$ cat src/rtl/mmio_uart_tx.sv
// mmio_uart_tx
// Memory-mapped 8N1 UART transmitter with a small byte FIFO.
//
// Register map (offset selected by addr[4:3]):
//   0 TXDATA : write byte 0 pushes wdata[7:0] into the TX FIFO; reads as 0
//   1 STATUS : bit0 full, bit1 empty, bit2 busy, bit3 overflow (sticky),
//              bits[15:8] FIFO count; writing bit3=1 clears overflow
//   2 CTRL   : bit0 enable (starts/stops new frames)
//   3 unmapped: reads 0, writes ignored
//
// Ports:
//   clk    - clock, rising edge
//   rst    - asynchronous active-low reset
//   valid  - request valid (always accepted; ready is high outside reset)
//   ready  - request accept
//   addr   - byte address, only addr[4:3] decoded
//   wen    - 1 = write, 0 = read
//   wdata  - write data
//   wmask  - byte write enables, only wmask[0] matters
//   rvalid - one-cycle response pulse the cycle after each request
//   rdata  - read data, valid while rvalid=1 (0 for writes)
//   tx     - serial output, idle high, LSB first

module mmio_uart_tx #(
  parameter int CLKS_PER_BIT = 868,
  parameter int FIFO_DEPTH   = 8,
  parameter int XLEN         = 64
) (
  input  logic            clk,
  input  logic            rst,
  input  logic            valid,
  output logic            ready,
  input  logic [XLEN-1:0] addr,
  input  logic            wen,
  input  logic [63:0]     wdata,
  input  logic [7:0]      wmask,
  output logic            rvalid,
  output logic [63:0]     rdata,
  output logic            tx
);

  localparam int PTR_W = $clog2(FIFO_DEPTH);
  localparam int CNT_W = PTR_W + 1;
  localparam logic [CNT_W-1:0] DEPTH_C    = CNT_W'(FIFO_DEPTH);
  localparam logic [15:0]      BIT_RELOAD = 16'(CLKS_PER_BIT - 1);

  localparam logic [1:0] SEL_TXDATA = 2'd0;
  localparam logic [1:0] SEL_STATUS = 2'd1;
  localparam logic [1:0] SEL_CTRL   = 2'd2;

  typedef enum logic [1:0] {
    IDLE,
    START,
    DATA,
    STOP
  } state_t;

  state_t state;
  state_t state_next;

  logic [7:0]       fifo_mem [FIFO_DEPTH];
  logic [PTR_W-1:0] wr_ptr;
  logic [PTR_W-1:0] rd_ptr;
  logic [CNT_W-1:0] fifo_count;
  logic             fifo_full;
  logic             fifo_empty;

  logic             overflow;
  logic             enable;

  logic [15:0]      bit_cnt;
  logic [15:0]      bit_cnt_next;
  logic [2:0]       bit_idx;
  logic [2:0]       bit_idx_next;
  logic [7:0]       shift_reg;
  logic [7:0]       shift_next;
  logic             tx_next;
  logic             pop;

  logic [1:0]       reg_sel;
  logic             wr_byte0;
  logic             txdata_wr;
  logic             push;
  logic             overflow_set;
  logic             overflow_clr;
  logic             ctrl_wr;
  logic [63:0]      rdata_next;

  // Only these address/data bits carry meaning; the rest are accepted and ignored.
  logic unused_inputs;
  assign unused_inputs = ^{addr[XLEN-1:5], addr[2:0], wdata[63:8], wmask[7:1]};

  // The bus is never back-pressured; ready simply follows reset release.
  assign ready = rst;

  assign reg_sel    = addr[4:3];
  assign fifo_full  = (fifo_count == DEPTH_C);
  assign fifo_empty = (fifo_count == '0);

  // Fullness uses the count at the start of the cycle, so a same-cycle pop
  // never frees a slot for a push arriving in that cycle.
  assign wr_byte0     = valid && wen && wmask[0];
  assign txdata_wr    = wr_byte0 && (reg_sel == SEL_TXDATA);
  assign push         = txdata_wr && !fifo_full;
  assign overflow_set = txdata_wr && fifo_full;
  assign overflow_clr = wr_byte0 && (reg_sel == SEL_STATUS) && wdata[3];
  assign ctrl_wr      = wr_byte0 && (reg_sel == SEL_CTRL);

  // FIFO storage needs no reset; the pointers and count define what is valid.
  always_ff @(posedge clk) begin
    if (push) begin
      fifo_mem[wr_ptr] <= wdata[7:0];
    end
  end

  // Pointers wrap naturally because the depth is a power of two.
  always_ff @(posedge clk or negedge rst) begin
    if (!rst) begin
      wr_ptr     <= '0;
      rd_ptr     <= '0;
      fifo_count <= '0;
    end else begin
      if (push) begin
        wr_ptr <= wr_ptr + PTR_W'(1);
      end
      if (pop) begin
        rd_ptr <= rd_ptr + PTR_W'(1);
      end
      case ({push, pop})
        2'b10:   fifo_count <= fifo_count + CNT_W'(1);
        2'b01:   fifo_count <= fifo_count - CNT_W'(1);
        default: fifo_count <= fifo_count;
      endcase
    end
  end

  // Sticky overflow flag and the enable bit.
  always_ff @(posedge clk or negedge rst) begin
    if (!rst) begin
      overflow <= 1'b0;
      enable   <= 1'b1;
    end else begin
      if (overflow_set) begin
        overflow <= 1'b1;
      end else if (overflow_clr) begin
        overflow <= 1'b0;
      end
      if (ctrl_wr) begin
        enable <= wdata[0];
      end
    end
  end

  // Read mux, evaluated in the accept cycle so STATUS reflects that cycle.
  always_comb begin
    rdata_next = '0;
    if (!wen) begin
      case (reg_sel)
        SEL_STATUS: begin
          rdata_next[0]    = fifo_full;
          rdata_next[1]    = fifo_empty;
          rdata_next[2]    = (state != IDLE);
          rdata_next[3]    = overflow;
          rdata_next[15:8] = 8'(fifo_count);
        end
        SEL_CTRL: begin
          rdata_next[0] = enable;
        end
        default: begin
          rdata_next = '0;
        end
      endcase
    end
  end

  // Every accepted request gets exactly one response pulse the next cycle.
  always_ff @(posedge clk or negedge rst) begin
    if (!rst) begin
      rvalid <= 1'b0;
      rdata  <= '0;
    end else begin
      rvalid <= valid;
      if (valid) begin
        rdata <= rdata_next;
      end
    end
  end

  // Transmitter state register; tx is registered alongside it so the line
  // is glitch-free and is forced high the moment reset asserts.
  always_ff @(posedge clk or negedge rst) begin
    if (!rst) begin
      state     <= IDLE;
      bit_cnt   <= '0;
      bit_idx   <= '0;
      shift_reg <= '0;
      tx        <= 1'b1;
    end else begin
      state     <= state_next;
      bit_cnt   <= bit_cnt_next;
      bit_idx   <= bit_idx_next;
      shift_reg <= shift_next;
      tx        <= tx_next;
    end
  end

  // Next-state logic. bit_cnt counts down from CLKS_PER_BIT-1 and is
  // reloaded at each bit boundary; the line level for the next cycle is
  // derived from the next state so tx changes on the same edge as state.
  always_comb begin
    state_next   = state;
    bit_cnt_next = bit_cnt;
    bit_idx_next = bit_idx;
    shift_next   = shift_reg;
    pop          = 1'b0;

    case (state)
      IDLE: begin
        if (enable && !fifo_empty) begin
          pop          = 1'b1;
          shift_next   = fifo_mem[rd_ptr];
          bit_cnt_next = BIT_RELOAD;
          state_next   = START;
        end
      end
      START: begin
        if (bit_cnt == '0) begin
          bit_cnt_next = BIT_RELOAD;
          bit_idx_next = '0;
          state_next   = DATA;
        end else begin
          bit_cnt_next = bit_cnt - 16'd1;
        end
      end
      DATA: begin
        if (bit_cnt == '0) begin
          bit_cnt_next = BIT_RELOAD;
          shift_next   = {1'b0, shift_reg[7:1]};
          if (bit_idx == 3'd7) begin
            state_next = STOP;
          end else begin
            bit_idx_next = bit_idx + 3'd1;
          end
        end else begin
          bit_cnt_next = bit_cnt - 16'd1;
        end
      end
      STOP: begin
        if (bit_cnt == '0) begin
          state_next = IDLE;
        end else begin
          bit_cnt_next = bit_cnt - 16'd1;
        end
      end
      default: begin
        state_next = IDLE;
      end
    endcase

    case (state_next)
      START:   tx_next = 1'b0;
      DATA:    tx_next = shift_next[0];
      default: tx_next = 1'b1;
    endcase
  end

endmodule

$ cat config.mk
export PLATFORM = sky130hd
export DESIGN_NAME = mmio_uart_tx
export DESIGN_NICKNAME = d
export VERILOG_FILES = /design/src/rtl/mmio_uart_tx.sv
export SDC_FILE = /design/constraint.sdc
export NUM_CORES = 1
export LEC_CHECK = 0
export ABC_CLOCK_PERIOD_IN_PS = 2400
export CAP_MARGIN = 20
export CORE_MARGIN = 2
export CORE_UTILIZATION = 41
export DETAILED_ROUTE_END_ITERATION = 6
export GPL_TIMING_DRIVEN = 0
export PLACE_DENSITY = 0.76
export SETUP_SLACK_MARGIN = 0.05
export SLEW_MARGIN = 25
export SYNTH_ARGS = -nofsm -noshare
export SYNTH_HDL_FRONTEND = slang
export SYNTH_SLANG_ARGS = --single-unit
export TNS_END_PERCENT = 1
$ cat constraint.sdc
create_clock -name clk -period 2.4 [get_ports clk]
set_clock_uncertainty 0.1 [all_clocks]
set_input_delay 0.48 -clock clk [delete_from_list [all_inputs] [get_ports clk]]
set_output_delay 0.48 -clock clk [all_outputs]
set_load 0.01 [all_outputs]
* After elaboration in Yosys (flattened, before gate mapping) *
Memory sizes are Yosys's and may differ from the RTL's.
Index checks and enable logic that the tools add are counted.

storage, ports and cells
  memory bits (writable) = 64
  latch bits = 0
  word-level logic and storage cells = 89
  bits in read-only memories = 0
  bits of input ports = 140
  memories = 1
  register bits = 107

operators by class
  add/subtract/negate cells = 6
  mux-type cells = 29
  order comparisons = 0
  reduce and logical (&&, ||, !) cells = 24
  equal/unequal tests = 16
  divide/modulo/power cells = 0
  multiply operators = 0
  bitwise operators = 0
  shift-type cells = 0

memories
  name      words  width  read ports  clocked after memory_dff  wr ports  line  source
  fifo_mem  8      8      1           0                         1         61    logic [7:0] fifo_mem [FIFO_DEPTH];

operators with widths
  cell                                                                   number
  16-bit 2-to-1 mux                                                      3
  16-bit one-hot mux with 3 select lines                                 1
  16-bit zero test                                                       1
  8-bit 2-to-1 mux                                                       2
  8-bit one-hot mux with 2 select lines                                  1
  16-bit by 1-bit subtractor with 16-bit output, second input constant   1
  12-bit 2-to-1 mux                                                      1
  3-bit 2-to-1 mux                                                       4
  2-bit equality test, second input constant                             5
  2-bit 2-to-1 mux                                                       5
  2-bit != test, second input constant                                   5
  2-bit nonzero test                                                     5
  3-bit by 1-bit adder with 3-bit output, second input constant          3
  1-bit logical AND                                                      9
  2-bit by 1-bit equality test with 1-bit output, second input constant  4
  2-bit one-hot mux with 4 select lines                                  1
  4-bit one-hot mux with 2 select lines                                  1
  1-bit 2-to-1 mux                                                       6
  3-bit one-hot mux with 2 select lines                                  1
  4-bit by 1-bit adder with 4-bit output, second input constant          1
  4-bit equality test, second input constant                             1
  2-bit zero test                                                        2
  4-bit zero test                                                        1
  4-bit 2-to-1 mux                                                       1
  8 further kinds                                                        10

* Logic depth before layout (Yosys ltp) *
  depth after elaboration = 7
  gate-level depth with buffers = 12
  depth with buffers taken out = 12

* Worst setup path before layout *
Ideal clock, no wire load.

  path kind = input to register
  start = input port addr[3]
  end = memory fifo_mem[2][0], enable pin
  stages = 6
  data required time = 1.902 ns
  data arrival time = 2.134 ns
  setup slack = -0.232 ns
  cells stage by stage = inv_1 > ha_1 > nand2_1 > a21oi_1 > inv_1 > nor4b_1

between the ends
  longest elaborated chain between the ends = 5

RTL lines
  item                                    line  source
  start: declaration                      33    input logic [XLEN-1:0] addr,
  2-bit zero test                         103   assign txdata_wr = wr_byte0 && (reg_sel == SEL_TXDATA);
  1-bit logical AND                       103
  1-bit logical AND                       104   assign push = txdata_wr && !fifo_full;
  1-bit 2-to-1 mux                        111   if (push) begin
  1-bit 2-to-1 mux (not written as such)  112   fifo_mem[wr_ptr] <= wdata[7:0];
  end: declaration                        61

Every way passes these cells.

* Worst setup path in the final report *
  start = register enable
  end = register bit_cnt[13]

between the ends
  longest elaborated chain between the ends = 3

RTL lines
  item                                  line  source
  start: declaration                    69    logic enable;
  start signal: assignment              149   enable <= wdata[0];
  1-bit logical AND                     219   if (enable && !fifo_empty) begin
  2-bit != test (no source line)        n/a
  2-bit AND reduction (no source line)  n/a
  end signal: assignment                200   bit_cnt <= bit_cnt_next;
  end: declaration                      71    logic [15:0] bit_cnt;

Every way passes these cells.
A chain may end at the register's enable or synchronous reset.

==> summary.md <==
| Metric | Value |
|---|---|
| Post-synth top flop | edfxtp_1 |
| Sequential Power Share | 0.345 |
| Peak per-stage delay on the critical path | between 0.5 and 0.6 ns |
| # nets final | roughly 720 |
| Worst-Margin Slew | 0.716 ns |
| Setup CP Type | reg2reg |
| Crit. End Element | flop |
| Outcome | finished with violations |
| DRT iter0 DRCs | 209 |
| CP startpoint kind | flop |
| Crit-path cells | o41ai_4 > buf_4 > buf_4 > buf_4 > and2_2 > a21oi_4 > nand3_2 > or4_1 > a21oi_1 |
| Cell family with most CP delay | simple AND/OR/NAND/NOR gates |
| Minimum clock period | 2.41 ns |
| Global route total overflow | 0 |
| Fmax | slightly above 400 MHz |
| I/O pins | 207 |
| Slack of the critical path | -0.0116 ns |
| Top cells by count, synth | edfxtp_1, buf_4, dfrtp_1, nand2_1 |
| NetSw | 2730 uW |
| CP bufs+invs | 3 |
| GRT Total Usage | 0.162 |
| Detail Route Antenna Nets | 0 |
| RSZ-0062 raised after global routing | true |
| Critical Path Fanout Max | 4 |
| Pwr Density | 1070 mW/mm^2 |
| HPWL Detailed | roughly 7 mm |
| Yosys top cell by area | edfxtp_1 |
| Initial antenna violation count | 0 |
| EDFF count, synth | 64 |
| Drt drc | 0 |
| Die width | 121 um |
| WP data arrival | roughly 2.7 ns |
| First-pass GRT wire length | around 18 mm |
| YS warnings | 0 |
| Async set or reset register ratio after synthesis | 0.443 |
| Crit-path slowest cell | dfstp_2 |
| Area delta synth->final | 32.8% |
| Final period util | 1.00 |
| Library cells used by synthesis | 55 |
| Skew-Pair Late Insertion Delay | 0.41 ns |
| Port bufs | 25 |
| Setup Slack @ Placement | -1.08 ns |
| Top reg by flops | fifo_mem |
| Num CTS Buffers | 17 |
| Routed wire length | between 10 and 15 mm |
| Largest registers | fifo_mem (64), bit_cnt (16) |
| Cell Int Power | roughly 5300 uW |
| Placeable Area | between 0.01 and 0.015 mm^2 |
| Largest net degree at the start of global routing | 50 |
| Top cells by area, synth | edfxtp_1, dfrtp_1, buf_4 |
| Combinational group share of total power | 0.345 |
| Clock buffer depth | 2 |
| Cell count after synthesis | between 400 and 500 |
| Hold WC Path Type | in2async |
| Clk sinks | between 100 and 150 |
| Required time of the worst setup path | 2.63 ns |
| Seq/Total Area, Yosys | 0.569 |
| Post-synth top area share | 0.341 |
| Leak | 0.00310 uW |
| Starting Density | 0.422 |
| Avg Cell Area, Syn | 12.8 um^2 |
| Clock power share | 0.310 |
| Final hold vios | 0 |
| H-tree Lvls | 4 |
| Failing checks | negative setup slack |
| Drt pass-1 iters | 5 |
| Yosys reg bits | 115 |
| Number of flip-flops in the largest register | 64 |
| Cell Rows | 42 |
| CTS tree | done |
| Via count | 3796 |
| Die Ht | between 100 and 150 um |
| Cell mode on critical path | buf_4 |
| Share of cells above drive strength 1 | 0.349 |
| # diodes | 0 |
| Syn Std Cell Area | about 0.0056 mm^2 |
| Vias in the first global route | 3629 |
| Setup-failing EPs final | 1 |
| Vias per cell | slightly above 5 |
| Max VDD drop | just over 0.8 mV |
| GP Congestion | 0.797 |
| CTS Root Cell | clkbuf_16 |
| Clock transition at path regs | roughly 0.060 ns |
| DIE AREA | 0.0147 mm^2 |
| Drt wl/cell | approximately 16 um |
| Pins Over Slew Limit | 0 |
| Max Cap Violations | 0 |
| Switching fraction of total power | 0.342 |
| Rel. slew slack | 0.521 |
| Hold Worst Slack | 0.0685 ns |
| Most frequent cell after synthesis | edfxtp_1 |
## placed cells by master (no fill, tap or decap), drive strengths merged, types with 4 or more instances in the layout
master	netlist	layout
buf	61	88
o22ai	6	6
mux4	15	15
clkbuf	13	30
mux2i	5	5
inv	18	22
nor3b	4	4
a22o	6	6
o21ai	21	21
clkinv	0	4
clkdlybuf4s50	0	20
nor2	21	21
nor4	8	8
or3	4	4
a21oi	8	8
nand2	35	35
edfxtp	64	64
dfrtp	49	49
ha	16	16
a21o	5	5
conb	1	56
clkinvlp	0	4
nor3	15	15
xnor2	10	10
xor2	7	7
a22oi	6	6
mux2	10	10
## area by class of cell
class / count / area (um^2)
Buffer: 72 / 517
Clock buffer: 18 / 429
Clock inverter: 14 / 155
Fill cell: 1036 / 5870
Inverter: 18 / 70.1
Multi-Input combinational cell: 288 / 2360
Sequential cell: 115 / 3210
Tap cell: 176 / 220
Timing Repair Buffer: 53 / 515
## cell families (layout without fill, tap and decap cells)
family	Yosys count	count (layout)	synth area share
other	1	56	0.000666
adder cells (fa/ha/maj)	17	17	0.0391
multiplexers	30	30	0.0889
AND/OR/NAND/NOR	106	106	0.100
flip-flops	115	115	0.569
buffers and inverters	92	175	0.102
AO/OA/AOI/OAI	62	62	0.0734
XOR/XNOR	17	17	0.0264
## power groups by stage
stage               combinational (uW)  sequential, uW  clock (uW)
floorplan                         1720            2610           0
global placement                  2130            2640           0
detailed placement                2240            2670           0
CTS                               2390            2690        2490
global route                      3010            2790        2590
finish                            2750            2750        2480
## through the flow
step | setup TNS (ns) | utilization | power [uW] | instance area [um^2] | instances
3_5_place_dp | -52.35 | 0.476 | 4910 | 6360 | 698
4_1_cts | -1.63 | 0.534 | 7580 | 7130 | 733
3_3_place_gp | -116.21 | 0.473 | 4770 | 6310 | 696
6_report | -0.0116 | 0.560 | 7980 | 7470 | 754
2_1_floorplan | -0.796 | - | 4330 | 5840 | 495
5_1_grt | -0.207 | 0.560 | 8390 | 7470 | 754
## worst paths after layout
kind | endpoint | cells after the start | start | slack, ns
max | bit_cnt[13]$_DFFE_PN0P_ | 9 | enable$_DFFE_PN1P_ | -0.01
min | wr_ptr[1]$_DFFE_PN0P_ | 3 | rst | 0.07
max reg2reg | bit_cnt[13]$_DFFE_PN0P_ | 9 | enable$_DFFE_PN1P_ | -0.01
min reg2reg | shift_reg[1]$_DFFE_PN0P_ | 2 | shift_reg[1]$_DFFE_PN0P_ | 0.38
max in group asynchronous | tx$_DFF_PN1_ | 2 | rst | 1.46
min in group clk | rdata[0]$_DFFE_PN0P_ | 3 | wen | 0.34
## tightest hold or removal path, stage by stage
cell	delay [ns]
buf_6	0.12
buf_16	0.11
buf_16	0.24
## repair_timing
item | in CTS | in global routing
hold buffers | 3 | 0
endpoints found under the setup margin | 85 | 77
endpoints found under the hold margin | 49 | 0
setup buffers | 2 | 21
gates resized for setup | 27 | 44
pin swaps | 1 | 16
## metal layers
metal | track usage | wire length [um]
met5 | 0 | 0
met4 | 0.0654 | 216
met3 | 0.0423 | 721
met2 | 0.282 | 6490
met1 | 0.192 | 4770
Note: power is estimated with default switching activity, not from simulation.
